**config.mk**
```make
export PLATFORM = sky130hd
export DESIGN_NAME = plic_gen2
export DESIGN_NICKNAME = d
export VERILOG_FILES = /design/src/rtl/plic_gen2.sv
export SDC_FILE = /design/constraint.sdc
export NUM_CORES = 1
export LEC_CHECK = 0
export CAP_MARGIN = 10
export CORE_MARGIN = 5
export CORE_UTILIZATION = 33
export CTS_CLUSTER_SIZE = 25
export DETAILED_ROUTE_END_ITERATION = 12
export PLACE_DENSITY_LB_ADDON = 0.05
export SLEW_MARGIN = 20
export SYNTH_ARGS = -nofsm -noshare
export SYNTH_HDL_FRONTEND = slang
export SYNTH_SLANG_ARGS = --single-unit
```
**constraint.sdc**
```tcl
create_clock -name clk -period 47 [get_ports clk]
set_input_delay 7.05 -clock clk [delete_from_list [all_inputs] [get_ports clk]]
set_output_delay 7.05 -clock clk [all_outputs]
set_load 0.01 [all_outputs]
```
**src/rtl/plic_gen2.sv**
```systemverilog
// plic_gen2: APB platform-level interrupt controller with per-source gateways,
// priority/threshold arbitration and claim/complete. Define PLIC_EDGE_EN to add edge-mode sources.
module plic_gen2 #(
    parameter int SRC_NUM = 31,
    parameter int TGT_NUM = 2,
    parameter int PRIO_W  = 3
) (
    input  logic               clk,
    input  logic               rst,
    input  logic               psel,
    input  logic               penable,
    input  logic [31:0]        paddr,
    input  logic               pwrite,
    input  logic [3:0]         pstrb,
    input  logic [31:0]        pwdata,
    output logic [31:0]        prdata,
    output logic               pslverr,
    output logic               pready,
    input  logic [SRC_NUM-1:0] ints,
    output logic [TGT_NUM-1:0] meip
);
    localparam int NW  = SRC_NUM / 32 + 1;
    localparam int PW  = 32 * NW;
    localparam int IDW = $clog2(SRC_NUM + 1);

    // All per-source vectors are indexed by source ID; bit 0 (ID "none") stays 0.
    logic [PRIO_W-1:0]  prio [SRC_NUM+1];
    logic [SRC_NUM:0]   en [TGT_NUM];
    logic [PRIO_W-1:0]  thr [TGT_NUM];
    logic [SRC_NUM:0]   pending, claimed, ints_id, src_set;
    logic [IDW-1:0]     best_id [TGT_NUM];
    logic [PRIO_W-1:0]  best_prio [TGT_NUM];
    logic [IDW-1:0]     nxt_id [TGT_NUM];
    logic [PRIO_W-1:0]  nxt_prio [TGT_NUM];
`ifdef PLIC_EDGE_EN
    logic [SRC_NUM:0]   mode, deferred, ints_d, edge_in, def_set;
`endif

    logic [21:0] a;
    logic [9:0]  f_idx;
    logic [4:0]  f_et, f_ew;
    logic [8:0]  f_ct;
    logic [11:0] f_off;
    logic [31:0] rdata, bm;
    logic        hit, ro, err, wr_go, rd_go;
    logic        sel_prio, sel_en, sel_mode, sel_thr, sel_clm;
    logic        unused_addr;

    assign a           = paddr[21:0];
    assign f_idx       = a[11:2];
    assign f_et        = a[11:7];
    assign f_ew        = a[6:2];
    assign f_ct        = a[20:12];
    assign f_off       = a[11:0];
    assign unused_addr = ^{paddr[31:22], paddr[1:0]};
    assign bm          = {{8{pstrb[3]}}, {8{pstrb[2]}}, {8{pstrb[1]}}, {8{pstrb[0]}}};
    assign ints_id     = {ints, 1'b0};

    function automatic logic [31:0] word_of(input logic [PW-1:0] v, input logic [9:0] w);
        word_of = '0;
        for (int k = 0; k < NW; k++)
            if (int'(w) == k) word_of = v[32*k +: 32];
    endfunction

    function automatic logic [31:0] merge(input logic [31:0] old);
        merge = (old & ~bm) | (pwdata & bm);
    endfunction

`ifdef PLIC_EDGE_EN
    assign edge_in = ints_id & ~ints_d;
    assign src_set = ~pending & ~claimed & ((mode & edge_in) | (~mode & ints_id));
    assign def_set = mode & edge_in & (pending | claimed);
`else
    assign src_set = ints_id & ~pending & ~claimed;
`endif

    always_comb begin
        rdata    = '0;
        hit      = 1'b0;
        ro       = 1'b0;
        sel_prio = 1'b0;
        sel_en   = 1'b0;
        sel_mode = 1'b0;
        sel_thr  = 1'b0;
        sel_clm  = 1'b0;
        if (a[21]) begin
            if (int'(f_ct) < TGT_NUM && (f_off == 12'h000 || f_off == 12'h004)) begin
                hit     = 1'b1;
                sel_thr = (f_off == 12'h000);
                sel_clm = (f_off == 12'h004);
                for (int t = 0; t < TGT_NUM; t++)
                    if (int'(f_ct) == t)
                        rdata = sel_thr ? 32'(thr[t]) : 32'(best_id[t]);
            end
        end else begin
            case (a[20:12])
                9'd0: if (int'(f_idx) <= SRC_NUM) begin
                    hit      = 1'b1;
                    sel_prio = 1'b1;
                    for (int i = 1; i <= SRC_NUM; i++)
                        if (int'(f_idx) == i) rdata = 32'(prio[i]);
                end
                9'd1: if (int'(f_idx) < NW) begin
                    hit   = 1'b1;
                    ro    = 1'b1;
                    rdata = word_of(PW'(pending), f_idx);
                end
                9'd2: if (int'(f_et) < TGT_NUM && int'(f_ew) < NW) begin
                    hit    = 1'b1;
                    sel_en = 1'b1;
                    for (int t = 0; t < TGT_NUM; t++)
                        if (int'(f_et) == t) rdata = word_of(PW'(en[t]), 10'(f_ew));
                end
`ifdef PLIC_EDGE_EN
                9'd3: if (int'(f_idx) < NW) begin
                    hit      = 1'b1;
                    sel_mode = 1'b1;
                    rdata    = word_of(PW'(mode), f_idx);
                end
`endif
                default: ;
            endcase
        end
    end

    assign err     = !hit || (pwrite && ro);
    assign pslverr = pready && err;
    assign prdata  = (pready && !err) ? rdata : '0;
    // Side effects commit on the edge that closes the pready cycle.
    assign wr_go   = psel && penable && pready && pwrite && !err;
    assign rd_go   = psel && penable && pready && !pwrite && !err;

    always_ff @(posedge clk) begin
        if (rst) pready <= 1'b0;
        else     pready <= psel && penable && !pready;
    end

    always_ff @(posedge clk) begin
        if (rst) begin
            for (int i = 0; i <= SRC_NUM; i++) prio[i] <= '0;
            for (int t = 0; t < TGT_NUM; t++) begin
                en[t]  <= '0;
                thr[t] <= '0;
            end
            pending <= '0;
            claimed <= '0;
`ifdef PLIC_EDGE_EN
            mode     <= '0;
            deferred <= '0;
            ints_d   <= '0;
`endif
        end else begin
            pending <= pending | src_set;
`ifdef PLIC_EDGE_EN
            ints_d   <= ints_id;
            deferred <= deferred | def_set;
            if (wr_go && sel_mode)
                for (int i = 1; i <= SRC_NUM; i++)
                    if (int'(f_idx) == i / 32 && pstrb[(i % 32) / 8]) mode[i] <= pwdata[i % 32];
`endif
            if (wr_go && sel_prio)
                for (int i = 1; i <= SRC_NUM; i++)
                    if (int'(f_idx) == i) prio[i] <= PRIO_W'(merge(32'(prio[i])));
            for (int t = 0; t < TGT_NUM; t++) begin
                if (wr_go && sel_en && int'(f_et) == t)
                    for (int i = 1; i <= SRC_NUM; i++)
                        if (int'(f_ew) == i / 32 && pstrb[(i % 32) / 8]) en[t][i] <= pwdata[i % 32];
                if (wr_go && sel_thr && int'(f_ct) == t)
                    thr[t] <= PRIO_W'(merge(32'(thr[t])));
                // Complete: ignored unless the ID is claimed and enabled for this target.
                if (wr_go && sel_clm && int'(f_ct) == t)
                    for (int i = 1; i <= SRC_NUM; i++)
                        if (pwdata == 32'(i) && claimed[i] && en[t][i]) begin
                            claimed[i] <= 1'b0;
`ifdef PLIC_EDGE_EN
                            if (deferred[i] || def_set[i]) begin
                                pending[i]  <= 1'b1;
                                deferred[i] <= 1'b0;
                            end
`endif
                        end
                if (rd_go && sel_clm && int'(f_ct) == t)
                    for (int i = 1; i <= SRC_NUM; i++)
                        if (int'(best_id[t]) == i) begin
                            pending[i] <= 1'b0;
                            claimed[i] <= 1'b1;
                        end
            end
        end
    end

    // Highest priority wins; scanning downward with >= leaves the lowest ID on ties.
    always_comb begin
        for (int t = 0; t < TGT_NUM; t++) begin
            nxt_id[t]   = '0;
            nxt_prio[t] = '0;
            for (int i = SRC_NUM; i >= 1; i--)
                if (pending[i] && en[t][i] && prio[i] != '0 && prio[i] >= nxt_prio[t]) begin
                    nxt_id[t]   = IDW'(i);
                    nxt_prio[t] = prio[i];
                end
        end
    end

    always_ff @(posedge clk) begin
        if (rst) begin
            meip <= '0;
            for (int t = 0; t < TGT_NUM; t++) begin
                best_id[t]   <= '0;
                best_prio[t] <= '0;
            end
        end else begin
            for (int t = 0; t < TGT_NUM; t++) begin
                best_id[t]   <= nxt_id[t];
                best_prio[t] <= nxt_prio[t];
                meip[t]      <= best_prio[t] > thr[t];
            end
        end
    end
endmodule
```
==> flow_metrics.env <==
export IMPL_nets=3107
export IMPL_crit_arrival_ps=44580
export IMPL_core_um2=66000
export IMPL_viasPerCell=6.38
export IMPL_use_met3_pct=3.62
export IMPL_netlist_area_leader_share_pct=21.9
export IMPL_path_clk_slew_ps=60
export IMPL_cp_required_ps=47480
export IMPL_grt_antenna_before_repair=0
export IMPL_core_rowCount=94
export IMPL_cts_hold_buf=0
export IMPL_synth_common_cells="352 x nor2_1, 260 x a21oi_1, 217 x nand2_1"
export IMPL_htree_levels=2
export IMPL_hold_path_startpoint="pready"
export IMPL_drt_pass1_iterations=8
export IMPL_timing_slew_headroom_pct=22.9
export IMPL_drive_gt1_share_pct=7.96
export IMPL_final_hold_violation_count=0
export IMPL_cts_tree="done"
export IMPL_reg2reg_from="en[0][30]"
export IMPL_async_reset_ff_share_pct=0
export IMPL_grt_pass1_vias=22641
export IMPL_place_hpwl_mm=83.8
export IMPL_synth_warnings=0
export IMPL_yosysMostFrequentCell="nor2_1"
export IMPL_switching_share_pct=36.1
export IMPL_p_clk_share_pct=35.2
export IMPL_crit_buf_inv=7
export IMPL_syn_nets=3060
export IMPL_hold_path_class="flip-flop to flip-flop"
export IMPL_cap_violations=0
export IMPL_place_ws_ps=890
export IMPL_netlist_area_um2=22100
export IMPL_cp_common_cell="ha_1"
export IMPL_wl_per_cell_um=28.0
export IMPL_gr_total_overflow=0
export IMPL_grtUsageMet2_pct=45.4
export IMPL_drc=0
export IMPL_grt_max_degree=68
export IMPL_die_h_um=269
export IMPL_crit_fanout=6
export IMPL_utilization_pct=38.5
export IMPL_grt_util_met1_pct=40.1
export IMPL_finalMaxSlewViolations=0
export IMPL_fmax_mhz=22.7
export IMPL_numCtsBuffers=34
export IMPL_num_io_pins=140
export IMPL_p_leak_nw=9.46
export IMPL_finClkSkew_ps=40.3
export IMPL_worstSkewPairLatency_ps=580
export IMPL_yosys_top_cells_area="edfxtp_1 22%, dfxtp_1 7.4%, nor2_1 6.0%"
export IMPL_path_class="flip-flop to flip-flop"
export IMPL_worstSetupStartpoint="en[0][30]"
export IMPL_yosysTopAreaCell="edfxtp_1"
export IMPL_die_w_um=269
export IMPL_area_growth_pct=15.2
export IMPL_ir_worst_vdd_uv=23.5
export IMPL_p_comb_share_pct=28.1
export IMPL_synth_cell_types=103
export IMPL_wirelength_mm=107
export IMPL_drtIter0Drc=2981
export IMPL_grt_pass1_wl_mm=154
export IMPL_end_kind="flip-flop"
export IMPL_grt_use_total_pct=28.3
export IMPL_gp_congestion=0.961
export IMPL_grt_busiest_layer="met2"
export IMPL_synth_seq_cells=242
export IMPL_portBuffers=129
export IMPL_period_share_pct=93.8
export IMPL_seq_power_share_pct=36.7
export IMPL_power_switching_mw=0.260
export IMPL_cts_sinks=242
export IMPL_syn_avg_cell_area_um2=7.66
export IMPL_setup_viol=0
export IMPL_synth_cells=2878
export IMPL_layout_min_cycle_time_ps=44100
export IMPL_p_int_mw=0.462
export IMPL_vias=24352
export IMPL_seq_area_frac_synth_pct=29.3
export IMPL_powerDensity_nw_per_um2=28.4
export IMPL_ys_flop_type="edfxtp_1"
export IMPL_worst_slew_pin_slew_ps=1150
export IMPL_synth_edff_count=161
export IMPL_start_util_pct=33.4
export IMPL_slowest_delay_ps=610
export IMPL_critPathTopFamily="compound AO/OA/AOI/OAI gates"
export IMPL_crit_slowest_cell="or4b_2"
export IMPL_ctsLongestPathBuffers=3
export IMPL_cts_root_buf="clkbuf_16"
export IMPL_dieArea_um2=72100
export IMPL_setup_ws_ps=2900
export IMPL_worstSetupStartpointType="flip-flop"
export IMPL_status="complete, no violations"
export IMPL_ant_nets=0
-- final cells by class --
type	count	area, µm²
Antenna cell	2	5.00
Clock buffer	48	923
Clock inverter	14	149
Fill cell	6828	40600
Inverter	125	469
Multi-Input combinational cell	2362	14800
Sequential cell	242	6460
Tap cell	864	1080
Timing Repair Buffer	160	1520
-- stage by stage --
| stage | hold WS (ps) | std cells | TNS (ps) | instance area [µm²] | power (mW) |
|---|---|---|---|---|---|
| 5_1_grt | 554 | 3815 | -129 | 25400 | 0.752 |
| 2_1_floorplan | 498 | 2878 | 0 | 22100 | 0.386 |
| 3_5_place_dp | 505 | 3750 | 0 | 24100 | 0.461 |
| 6_report | 512 | 3817 | 0 | 25400 | 0.722 |
| 4_1_cts | 524 | 3812 | 0 | 25200 | 0.717 |
| 3_3_place_gp | 505 | 3750 | 0 | 24100 | 0.458 |
-- placed cells by master, fill, tap and decap left out, drive strengths merged, types with 16 or more instances in the layout --
master,synthesis,routed
a41oi,35,35
nor4,40,40
clkbuf,130,48
nor2b,47,47
o21ai,145,145
edfxtp,161,161
o211ai,23,23
nand4,24,24
nand2b,140,140
o21bai,16,16
o211a,16,16
o21a,38,38
dfxtp,81,81
buf,19,34
a211oi,23,23
nand2,217,217
a31o,18,18
inv,125,128
or2,27,27
and3,96,96
nor3,70,70
clkdlybuf4s50,0,126
ha,78,78
o22ai,37,37
a31oi,48,48
a221oi,20,20
a21oi,261,261
or3,19,19
nor2,352,352
a21o,60,60
a22oi,47,47
maj3,16,16
and2,60,60
mux2,31,31
nand3,141,141
-- metal layers --
| metal | wire length (µm) | vias up |
|---|---|---|
| li1 | - | 10954 |
| met1 | 47400 | 11970 |
| met2 | 47400 | 1266 |
| met3 | 8680 | 162 |
| met4 | 3450 | 0 |
| met5 | 0 | - |
-- cell families after synthesis --
group                    synth area share, %
adder cells (fa/ha/maj)                 5.17
AO/OA/AOI/OAI                           29.7
buffers and inverters                   4.74
AND/OR/NAND/NOR                         28.7
flip-flops                              29.3
multiplexers                            2.39
-- path summary, 6_finish.rpt --
path	endpoint	cells after the start	slack, ps
max	best_id[0][4]	209	2900
min	pready	1	510
max reg2reg	best_id[0][4]	209	2900
min reg2reg	pready	1	510
-- registers in the layout, indices dropped and copies added, names as in the netlist --
| register | cells |
|---|---|
| en | 62 |
| pending | 31 |
| best_prio | 6 |
| pready | 1 |
| thr | 6 |
| claimed | 31 |
| best_id | 10 |
| meip | 2 |
| prio | 93 |
-- power groups by stage --
stage	logic [mW]	clock network, mW	registers (mW)
after floorplan	0.136	0	0.250
after global placement	0.190	0	0.268
after detailed placement	0.193	0	0.268
after CTS	0.194	0.259	0.264
after global routing	0.220	0.266	0.266
final	0.203	0.254	0.265
-- repair_timing --
item                       in CTS  in global routing
gates resized for setup         0                 48
setup endpoints to repair       0                 16
setup buffers                   0                  3
(Power assumes the default switching activity.)
